--- src/rtl/idct_matmul_sequencer_if.sv ---
// Port bundle between idct_matmul_sequencer and its surroundings: decoder
// handshake, S RAM read port, coefficient table lookup and T buffer write port.
interface idct_matmul_sequencer_if;
    localparam int unsigned ADDR_W = 6;
    localparam int unsigned IDX_W  = 3;
    localparam int unsigned S_W    = 16;
    localparam int unsigned D_W    = 32;

    logic                     start;
    logic                     busy;
    logic                     done;
    logic [ADDR_W-1:0]        s_addr;
    logic signed [S_W-1:0]    s_rdata;
    logic [IDX_W-1:0]         coef_i;
    logic [IDX_W-1:0]         coef_j;
    logic signed [D_W-1:0]    coef_value;
    logic                     t_we;
    logic [ADDR_W-1:0]        t_addr;
    logic signed [D_W-1:0]    t_wdata;

    // Sequencer side
    modport slave (
        input  start, s_rdata, coef_value,
        output busy, done, s_addr, coef_i, coef_j, t_we, t_addr, t_wdata
    );

    // Decoder / memory side
    modport master (
        output start, s_rdata, coef_value,
        input  busy, done, s_addr, coef_i, coef_j, t_we, t_addr, t_wdata
    );
endinterface

--- src/rtl/idct_matmul_sequencer.sv ---
// Sequences one 8x8 product T = S x C: one MAC per cycle over a 512-step
// issue counter, three-stage pipeline (issue, accumulate, write).
module idct_matmul_sequencer #(
    parameter int unsigned SHIFT = 8
) (
    input  logic                  Clock,
    input  logic                  Resetn,
    idct_matmul_sequencer_if.slave bus
);
    localparam int unsigned N_W    = 9;
    localparam int unsigned IDX_W  = 3;
    localparam int unsigned ADDR_W = 6;
    localparam int unsigned ACC_W  = 32;
    localparam logic [N_W-1:0]    N_LAST = N_W'(511);
    localparam logic [ADDR_W-1:0] T_LAST = ADDR_W'(63);
    localparam logic [IDX_W-1:0]  K_LAST = IDX_W'(7);

    typedef enum logic [1:0] {
        IDLE  = 2'd0,
        RUN   = 2'd1,
        DRAIN = 2'd2
    } state_t;

    typedef struct packed {
        logic             valid;
        logic [IDX_W-1:0] r;
        logic [IDX_W-1:0] c;
        logic [IDX_W-1:0] k;
    } tag_t;

    state_t                   r_state;
    state_t                   w_state_nxt;
    logic [N_W-1:0]           r_n;
    tag_t                     r_tag;
    logic signed [ACC_W-1:0]  r_coef_q;
    logic signed [ACC_W-1:0]  r_acc;
    logic                     r_busy;
    logic                     r_done;
    logic                     r_t_we;
    logic [ADDR_W-1:0]        r_t_addr;
    logic signed [ACC_W-1:0]  r_t_wdata;

    logic                     w_issue;
    logic                     w_done_nxt;
    logic                     w_busy_nxt;
    logic                     w_last_k;
    logic signed [ACC_W-1:0]  w_product;
    logic signed [ACC_W-1:0]  w_acc_nxt;

    // State register
    always_ff @(posedge Clock or negedge Resetn) begin
        if (!Resetn) begin
            r_state <= IDLE;
        end else begin
            r_state <= w_state_nxt;
        end
    end

    // Next state; the run ends once the write for (7,7) has gone out
    always_comb begin
        w_state_nxt = r_state;
        w_issue     = 1'b0;
        w_done_nxt  = 1'b0;
        unique case (r_state)
            IDLE: begin
                if (bus.start) begin
                    w_state_nxt = RUN;
                end
            end
            RUN: begin
                w_issue = 1'b1;
                if (r_n == N_LAST) begin
                    w_state_nxt = DRAIN;
                end
            end
            DRAIN: begin
                if (r_t_we && (r_t_addr == T_LAST)) begin
                    w_state_nxt = IDLE;
                    w_done_nxt  = 1'b1;
                end
            end
            default: begin
                w_state_nxt = IDLE;
            end
        endcase
        w_busy_nxt = (w_state_nxt != IDLE);
    end

    // Stage 2 arithmetic: low 32 bits of the signed 16x32 product
    assign w_product = $signed(ACC_W'(bus.s_rdata)) * r_coef_q;
    assign w_acc_nxt = (r_tag.k == '0) ? w_product : (r_acc + w_product);
    assign w_last_k  = r_tag.valid && (r_tag.k == K_LAST);

    // Issue counter, pipeline registers and registered write port
    always_ff @(posedge Clock or negedge Resetn) begin
        if (!Resetn) begin
            r_n       <= '0;
            r_tag     <= '0;
            r_coef_q  <= '0;
            r_acc     <= '0;
            r_busy    <= 1'b0;
            r_done    <= 1'b0;
            r_t_we    <= 1'b0;
            r_t_addr  <= '0;
            r_t_wdata <= '0;
        end else begin
            r_busy <= w_busy_nxt;
            r_done <= w_done_nxt;

            if (w_issue) begin
                r_n      <= r_n + N_W'(1);
                r_coef_q <= bus.coef_value;
            end else begin
                r_n <= '0;
            end

            r_tag.valid <= w_issue;
            r_tag.r     <= r_n[8:6];
            r_tag.c     <= r_n[5:3];
            r_tag.k     <= r_n[2:0];

            if (r_tag.valid) begin
                r_acc <= w_acc_nxt;
            end

            r_t_we <= w_last_k;
            if (w_last_k) begin
                r_t_addr  <= {r_tag.r, r_tag.c};
                r_t_wdata <= w_acc_nxt >>> SHIFT;
            end
        end
    end

    assign bus.busy    = r_busy;
    assign bus.done    = r_done;
    assign bus.s_addr  = {r_n[8:6], r_n[2:0]};
    assign bus.coef_i  = r_n[2:0];
    assign bus.coef_j  = r_n[5:3];
    assign bus.t_we    = r_t_we;
    assign bus.t_addr  = r_t_addr;
    assign bus.t_wdata = r_t_wdata;

endmodule
--- src/flat_wrapper.sv ---
// flat-port wrapper written by rule: the top's interface ports become plain ports
module idct_matmul_sequencer_flat 
#(
    parameter int unsigned SHIFT = 8
)
  (Clock, Resetn, bus_start, bus_s_rdata, bus_coef_value, bus_busy, bus_done, bus_s_addr, bus_coef_i, bus_coef_j, bus_t_we, bus_t_addr, bus_t_wdata);
  idct_matmul_sequencer_if bus_i ();
  input  logic Clock;
  input  logic Resetn;
  input wire logic [$bits(bus_i.start)-1:0] bus_start;
  input wire logic [$bits(bus_i.s_rdata)-1:0] bus_s_rdata;
  input wire logic [$bits(bus_i.coef_value)-1:0] bus_coef_value;
  output wire logic [$bits(bus_i.busy)-1:0] bus_busy;
  output wire logic [$bits(bus_i.done)-1:0] bus_done;
  output wire logic [$bits(bus_i.s_addr)-1:0] bus_s_addr;
  output wire logic [$bits(bus_i.coef_i)-1:0] bus_coef_i;
  output wire logic [$bits(bus_i.coef_j)-1:0] bus_coef_j;
  output wire logic [$bits(bus_i.t_we)-1:0] bus_t_we;
  output wire logic [$bits(bus_i.t_addr)-1:0] bus_t_addr;
  output wire logic [$bits(bus_i.t_wdata)-1:0] bus_t_wdata;
  assign bus_i.start = bus_start;
  assign bus_i.s_rdata = bus_s_rdata;
  assign bus_i.coef_value = bus_coef_value;
  assign bus_busy = bus_i.busy;
  assign bus_done = bus_i.done;
  assign bus_s_addr = bus_i.s_addr;
  assign bus_coef_i = bus_i.coef_i;
  assign bus_coef_j = bus_i.coef_j;
  assign bus_t_we = bus_i.t_we;
  assign bus_t_addr = bus_i.t_addr;
  assign bus_t_wdata = bus_i.t_wdata;
  idct_matmul_sequencer #(.SHIFT(SHIFT)) u_core (.Clock(Clock), .Resetn(Resetn), .bus(bus_i));
endmodule
--- config.mk ---
export PLATFORM = sky130hd
export DESIGN_NAME = idct_matmul_sequencer_flat
export DESIGN_NICKNAME = d
export VERILOG_FILES = /design/src/rtl/idct_matmul_sequencer_if.sv /design/src/rtl/idct_matmul_sequencer.sv /design/src/flat_wrapper.sv
export SDC_FILE = /design/constraint.sdc
export NUM_CORES = 1
export LEC_CHECK = 0
export CAP_MARGIN = 20
export CORE_MARGIN = 2
export CORE_UTILIZATION = 35
export DETAILED_ROUTE_END_ITERATION = 8
export GPL_TIMING_DRIVEN = 0
export PLACE_DENSITY = 0.64
export SLEW_MARGIN = 20
export SYNTH_ARGS = -nofsm -noshare
export SYNTH_HDL_FRONTEND = slang
export SYNTH_SLANG_ARGS = --single-unit
--- constraint.sdc ---
create_clock -name Clock -period 7.7 [get_ports Clock]
set_input_delay 1.925 -clock Clock [delete_from_list [all_inputs] [get_ports Clock]]
set_output_delay 1.925 -clock Clock [all_outputs]
set_load 0.005 [all_outputs]
==> impl_metrics.tcl, run 1 <==
set metrics [dict create \
    status "complete, but fails checks" \
    violations "setup timing" \
    ys.flop_type "dfrtp_1" \
    die_h_um 232 \
    yosys.area.top_type "fa_1" \
    yosys.area_share.xor_xnor_pct 4.05 \
    syn_area_sq_um 18300 \
    core_area_sq_um 51500 \
    numClockSinks 118 \
    synth_area_leaders "fa_1, dfrtp_1, ha_1" \
    pin_count 104 \
    synth_top_area_share_pct 33.4 \
    crit_fanout 10 \
    syn_inst 2094 \
    synth_seq_area_share_pct 16.2 \
    fin_cells 2996 \
    vias 14800 \
    synth_most_common_cell "nand2_1" \
    first_pass_iters 6 \
    syn_nets 2577 \
    cts_inserted_buffers 17 \
    synth.area.mux_share_pct 0.685 \
    crit_start "bus_s_rdata[14]" \
    drive_above_1_share_pct 15.2 \
    row_count 83 \
    grt_max_degree 72 \
    nNetsFinal 2785 \
    synth_seq_cells 118 \
    clock_latency_ps 450 \
    grt_pass1_vias 15400 \
    yosys.area_share.simple_pct 18.2 \
    remaining_drc_errors 0 \
    tightest_slew_ps 887 \
    place_inst 2877 \
    synth_top_family_by_area "adder cells" \
    slew_headroom_pct 40.2 \
    antenna_found_initial 0 \
    io_buffers 102 \
    worstHoldStart "u_core.r_n[8]$_DFF_PN0_" \
    slowest_delay_ps 570 \
    cap_violations 0 \
    post-route-worst-setup-slack_ps -1930 \
    synthArstFlopShare_pct 100 \
    cp-start-kind "input pin" \
    detail_route.wl_per_cell_um 18.3 \
    worstPathRequired_ps 8020 \
    setup_viol 36 \
    place_area_sq_um 20400 \
    fin_skew_ps 23.6 \
    slew_viol_final 0 \
    htreeDepth 4 \
    fp.dieW_um 232 \
    drtAntennaViolNets 0 \
    end_kind "flip-flop" \
    first_iter_violations 1005 \
    start_util_pct 35.5 \
    critPathBufInv 5 \
    hold_class "reg2reg" \
    syn2layout_area_growth_pct 24.3 \
    hold_viol_final 0 \
    critPathArrivalTime_ps 9950 \
    stdcell_area_sq_um 22700 \
    place_congestion 0.922 \
    synth_compound_area_share_pct 8.18 \
    fin_crit_sh_pct 125 \
    layout_min_cycle_time_ps 9630 \
    synthAdderAreaFrac_pct 42.1 \
    ys_top_cells_by_count "nand2_1, inv_1, fa_1, and2_1, ha_1" \
    clock-root-buffer "clkbuf_16" \
    holdBufCountCts 0 \
    grt_pass1_wl_um 85300 \
    synth_edf_count 0 \
    fmax_ghz 0.104 \
    fin_setup_tns_ps -37350 \
    crit_family "adder cells" \
    syn_area_per_cell_sq_um 8.73 \
    slowest_stage "fa_2" \
    rsz0062_at_grt "yes" \
    tritoncts "built" \
    dp_hpwl_um 42200 \
    ys_types 70 \
    via_per_inst 4.95 \
    yosysWarnings 0 \
    die-area_sq_um 54100 \
    track_usage_pct 20.7 \
    routed_wl_um 54800 \
    r2r_start "u_core.r_coef_q[15]$_DFFE_PN0P_" \
    grt_overflow 0 \
    path_clk_slew_ps 60 \
    cts_buffer_depth 2 \
    path_class "in2reg" \
]
path summary, 6_finish.rpt:
| check | to | slack (ps) | depth (start not counted) |
|---|---|---|---|
| min in group asynchronous | u_core.bus.t_addr[2]$_DFFE_PN0P_ | 1430 | 1 |
| max in group asynchronous | u_core.r_coef_q[10]$_DFFE_PN0P_ | 5540 | 2 |
| worst max register to register | u_core.r_acc[31]$_DFFE_PN0P_ | -1510 | 31 |
| worst min-delay path | u_core.r_tag[8]$_DFF_PN0_ | 420 | 0 |
| worst max-delay path | u_core.r_acc[31]$_DFFE_PN0P_ | -1930 | 31 |
| worst min register to register | u_core.r_tag[8]$_DFF_PN0_ | 420 | 0 |
per-stage QoR:
step / setup WS [ps] / utilization [%] / hold slack [ps]
2_1_floorplan: -2060 / - / 401
6_report: -1930 / 44.1 / 419
3_3_place_gp: -3760 / 39.6 / 424
3_5_place_dp: -3790 / 39.6 / 409
4_1_cts: -1990 / 42.8 / 421
5_1_grt: -2130 / 44.1 / 430
area by class of cell:
class | instances | area (sq um)
fillers | 5009 | 28800
multi-input cells | 1472 | 14100
flip-flops and latches | 118 | 2950
repair buffers | 194 | 1880
inverters | 404 | 1520
well taps | 680 | 851
plain buffers | 95 | 777
clock buffers | 17 | 425
clock inverters | 15 | 183
diodes | 1 | 2.50
cell families after synthesis:
group | Yosys count
DFF | 118
muxes | 10
adders and majority gates | 432
buffers and inverters | 504
and+or+nand+nor | 723
xor gates and xnor gates | 83
AOI/OAI and AO/OA | 224
what timing repair did:
| item | in CTS | in global routing |
|---|---|---|
| cloned | 1 | 1 |
| resized for setup | 212 | 134 |
| endpoints found under the hold margin | 0 | 0 |
| endpoints found under the setup margin | 48 | 40 |
| pin swaps | 82 | 132 |
| setup buffers | 60 | 39 |
sequential cells by signal, summed over array words and instances (netlist names):
register,count
u_core.r_acc,32
u_core.r_coef_q,32
u_core.bus.t_wdata,24
u_core.r_tag,10
u_core.r_n,9
u_core.bus.t_addr,6
u_core.r_state,2
u_core.bus.busy,1
u_core.bus.done,1
u_core.bus.t_we,1
placed cells by master (no fill, tap or decap), types with 18 or more instances in the layout:
master           instances
fa_2                    18
o21ai_0                 24
a21oi_2                 18
o21ai_1                 25
nor2_1                  66
buf_4                   86
clkbuf_16               27
nand2_1                397
xnor2_1                 51
xor2_1                  21
inv_1                  385
ha_1                   107
dfrtp_1                118
a21o_1                  24
a21oi_1                 44
clkdlybuf4s50_1         87
fa_1                   287
clkbuf_1                50
and2_1                 148
routing by layer:
layer  global-route usage (%)  vias up  share of wire, %  wire, um
li1                         -     6773                 -         -
met1                     27.4     7412                42     23100
met2                     32.3      551                46     25000
met3                     5.60      106               9.0      4960
met4                     7.94        0               3.2      1780
met5                        0        -                 0         0
Power of run 1 is left out: the tool's default activity adds up to more than one toggle a clock period on the data nets, which glitch-free logic cannot reach.
==> run 2, diff against run 1 <==
--- a/config.mk
+++ b/config.mk
@@ -10,7 +10,7 @@
 export CORE_UTILIZATION = 35
 export DETAILED_ROUTE_END_ITERATION = 8
 export GPL_TIMING_DRIVEN = 0
-export PLACE_DENSITY = 0.64
+export PLACE_DENSITY = 0.63
 export SLEW_MARGIN = 20
 export SYNTH_ARGS = -nofsm -noshare
 export SYNTH_HDL_FRONTEND = slang
==> constraint.sdc (replaced) <==
create_clock -name Clock -period 9.55 [get_ports Clock]
set_input_delay 2.3875 -clock Clock [delete_from_list [all_inputs] [get_ports Clock]]
set_output_delay 2.3875 -clock Clock [all_outputs]
set_load 0.005 [all_outputs]
==> impl_metrics.tcl, run 2 (synthesized netlist as in run 1, its figures left out) <==
set metrics [dict create \
    routed_wl_um 54000 \
    io_buffers 102 \
    place_inst 2877 \
    start_util_pct 35.5 \
    mostFrequentLayoutCells "nand2_1, inv_1, fa_1, and2_1, dfrtp_1" \
    fillers 5087 \
    clock_latency_ps 450 \
    cp-start-kind "input pin" \
    first_pass_iters 5 \
    die-area_sq_um 54100 \
    row_count 83 \
    fin_skew_ps 17.0 \
    fin_cells 2974 \
    routed.top_layer "met4" \
    layout_commonest_cell "nand2_1" \
    fin_crit_sh_pct 105 \
    post-route-util_pct 42.8 \
    tightest_slew_ps 848 \
    pin_count 104 \
    stdcell_area_sq_um 22100 \
    hold_viol_final 0 \
    worstPathRequired_ps 9880 \
    slew_headroom_pct 42.9 \
    first_iter_violations 907 \
    tritoncts "built" \
    core_area_sq_um 51500 \
    via_per_inst 5.03 \
    critPathBufInv 6 \
    fp.dieW_um 232 \
    grt_pass1_wl_um 85400 \
    setup_viol 12 \
    die_h_um 232 \
    violations "setup timing" \
    wl_met2_um 25600 \
    detail_route.wl_per_cell_um 18.2 \
    drt-met1-wl_um 22100 \
    nNetsFinal 2763 \
    cap_violations 0 \
    place_congestion 0.925 \
    vias 15000 \
    critPathArrivalTime_ps 10310 \
    htreeDepth 4 \
    crit_fanout 4 \
    grt_max_degree 72 \
    routed-wl-met3_um 4350 \
    cts_inserted_buffers 17 \
    place_area_sq_um 20300 \
    remaining_drc_errors 0 \
    hold_class "reg2reg" \
    path_class "in2reg" \
    slowest_delay_ps 600 \
    drive_above_1_share_pct 11.6 \
    holdBufCountCts 0 \
    post-route-worst-setup-slack_ps -436 \
    path_clk_slew_ps 70 \
    status "complete, but fails checks" \
    rrSetupSlack_ps 400 \
    grt_pass1_vias 15900 \
    track_usage_pct 20.6 \
    drtAntennaViolNets 0 \
    layout_min_cycle_time_ps 9990 \
    antenna_found_initial 2 \
    slowest_stage "fa_1" \
    crit_family "adder cells" \
    numClockSinks 118 \
    rsz0062_at_grt "yes" \
    end_kind "flip-flop" \
    grt_overflow 0 \
    clock-root-buffer "clkbuf_16" \
    syn2layout_area_growth_pct 20.8 \
    cts_buffer_depth 2 \
    fmax_ghz 0.100 \
    slew_viol_final 0 \
    dp_hpwl_um 42900 \
]
[run 2: changes by cell type in the layout (fill, tap and decap cells not counted), sizes merged]
cell    before  now
bufinv       2    1
buf        131  109
clkinv       5    6
[run 2: timing repair]
action | 4_1_cts | 5_1_grt
pin swaps | 55 | 74
endpoints found under the setup margin | 34 | 21
resized for setup | 169 | 103
buffers inserted | 46 | 23
gates cloned | 1 | 2
[run 2: stage by stage]
stage | setup TNS, ps | hold WS [ps] | setup slack (ps)
2_1_floorplan | -1870 | 401 | -681
3_3_place_gp | -47940 | 422 | -2360
3_5_place_dp | -48850 | 417 | -2350
4_1_cts | -2590 | 445 | -585
5_1_grt | -5550 | 481 | -663
6_report | -1970 | 441 | -436
[run 2: layer usage]
| metal | GRT usage [%] | vias up |
|---|---|---|
| li1 | - | 6732 |
| met1 | 26.7 | 7576 |
| met2 | 33.8 | 553 |
| met3 | 4.60 | 104 |
| met4 | 7.46 | 0 |
| met5 | 0 | - |
[run 2: final cells by class]
class	instances	area, sq um	area share, %
Inverter	404	1520	6.89
Buffer	97	758	3.44
Sequential cell	118	2950	13.4
Multi-Input combinational cell	1472	13800	62.3
Clock buffer	17	425	1.93
Tap cell	680	851	3.85
Clock inverter	15	176	0.799
Antenna cell	1	2.50	0.0113
Timing Repair Buffer	170	1630	7.36
[run 2: worst paths after layout]
path                                                start                          endpoint  depth (start not counted)
min in group asynchronous                          Resetn  u_core.bus.t_addr[0]$_DFFE_PN0P_                          1
min reg2reg                       u_core.r_n[8]$_DFF_PN0_         u_core.r_tag[8]$_DFF_PN0_                          0
max reg2reg                u_core.r_coef_q[7]$_DFFE_PN0P_      u_core.r_acc[31]$_DFFE_PN0P_                         32
min                               u_core.r_n[8]$_DFF_PN0_         u_core.r_tag[8]$_DFF_PN0_                          0
max in group asynchronous                          Resetn    u_core.r_coef_q[2]$_DFFE_PN0P_                          2
max                                        bus_s_rdata[3]      u_core.r_acc[31]$_DFFE_PN0P_                         32
Power of run 2 is left out for the same reason.
==> variant, RTL diff (settings of run 2) <==
`SHIFT` is set to 8 in 2 places; all go to 4.
--- a/src/rtl/idct_matmul_sequencer.sv
+++ b/src/rtl/idct_matmul_sequencer.sv
@@ -3,3 +3,3 @@
 module idct_matmul_sequencer #(
-    parameter int unsigned SHIFT = 8
+    parameter int unsigned SHIFT = 4
 ) (
--- a/src/flat_wrapper.sv
+++ b/src/flat_wrapper.sv
@@ -3,3 +3,3 @@
 #(
-    parameter int unsigned SHIFT = 8
+    parameter int unsigned SHIFT = 4
 )
Behaviour: same outputs for any inputs over 10 cycles, from zero or initial values and one cycle with Resetn low; that may be too few to reach the edited logic, so the function may still have changed.
==> variant against run 2 <==
- via count is 2.5% lower
- clock skew is 0.0036 ns lower
- final area is 2.5% lower
- wire length is 0.15% lower
- sequential cell count is 4 higher
- worst setup slack better by 0.58 ns
- area after synthesis is 0.64% lower
Power is not shown: default switching activity piles up to over one toggle a cycle in this logic, so the estimate is an artifact.
==> variant: results (changes against run 2) <==
ys_top_cells_by_area: "fa_1 (34%), dfrtp_1 (17%), ha_1 (8.8%), nand2_1 (8.4%), inv_1 (8.3%)"
synth_cell_types: 60  # -14%
ff2ff_path_depth: 27  # -16%
first_global_vias: 15360  # -3.2%
drtIter0Drc: 867  # -4.4%
yosys.area_share.adder_pct: 42.38  # +0.27 points
synth_nets: 2572  # -0.19%
timing.rr.end: "u_core.r_acc[21]"
post_cts_buffers: 20  # -57%
firstDrtPassIters: 7  # +2
path_max_fanout: 10  # +6
crit_slowest_cell: "fa_1"
cp-end-kind: "flip-flop"
cp.arrival_ns: 9.73  # -0.58 ns
synth_ff_type: "dfrtp_1"
grt_usage_pct: 20.91  # +0.29 points
grt_pass1_wl_mm: 85.42  # about the same
worst_hold_slack_ns: 0.4222  # -0.01875 ns
dpl_cell_area_mm2: 0.02006  # -1.2%
synth_compound_area_share_pct: 7.863  # -0.32 points
r2r_setup_slack_ns: 1.10  # +0.70 ns
routed_via_density: 4.964  # -1.4%
clk_latency_ns: 0.47  # +0.02 ns
grt_max_degree: 68  # -5.6%
outcome: "finished, final reports clean"
crit_path_start: "bus_s_rdata[4]"
drive_gt1_share_pct: 8.503  # -3.1 points
finalCritPeriodShare_pct: 98.44  # -6.1 points
fin_cells: 2940  # -1.1%
dpl.cell_count: 2872  # -0.17%
detailedPlace.worstSlack_ns: -2.128  # +0.2234 ns
r2r-start: "u_core.r_coef_q[10]"
min_path_cells: 0  # unchanged
avgSynthCellArea_um2: 8.691  # -0.40%
synth.yosys.seq_area_share_pct: 16.81  # +0.65 points
synth_common_cells: "nand2_1 (406), inv_1 (401), fa_1 (305), and2_1 (161), ha_1 (127)"
synth-xor-area-share_pct: 3.907  # -0.15 points
gp_congestion: 0.9089  # -1.7%
cts-resized-gates: 134  # -21%
critPathMaxStageDelay_ns: 0.55  # -0.05 ns
final_nets: 2728  # -1.3%
worst_pin_slew_ns: 0.9323  # +0.08429 ns
dpl.hpwl_mm: 43.13  # +0.52%
wl_per_cell_um: 18.33  # +1.0%
skew_ns: 0.01341  # -0.003610 ns
[variant: per-layer routing]
layer,track usage [%],vias up,routed length [um]
met4,6.811,0,1382
met5,0,-,0
met2,33.55,495,25180
li1,-,6642,-
met1,27.38,7394,22740
met3,5.624,62,4602
[variant: worst max-delay path, delay by kind of cell]
family,cells,cell delay [ns]
adder cells (fa/ha/maj),8,3.67
AO/OA/AOI/OAI,8,1.57
AND/OR/NAND/NOR,5,0.80
buffers and inverters,5,0.66
XOR/XNOR,2,0.42
multiplexers,1,0.22
[variant: final cells by class]
type | count | area (um^2)
Buffer | 93 | 619.3
Timing Repair Buffer | 138 | 1295
Antenna cell | 2 | 5.005
Clock inverter | 14 | 147.6
Fill cell | 5084 | 29780
Tap cell | 680 | 850.8
Inverter | 402 | 1509
Multi-Input combinational cell | 1471 | 13600
Clock buffer | 18 | 439.2
Sequential cell | 122 | 3053
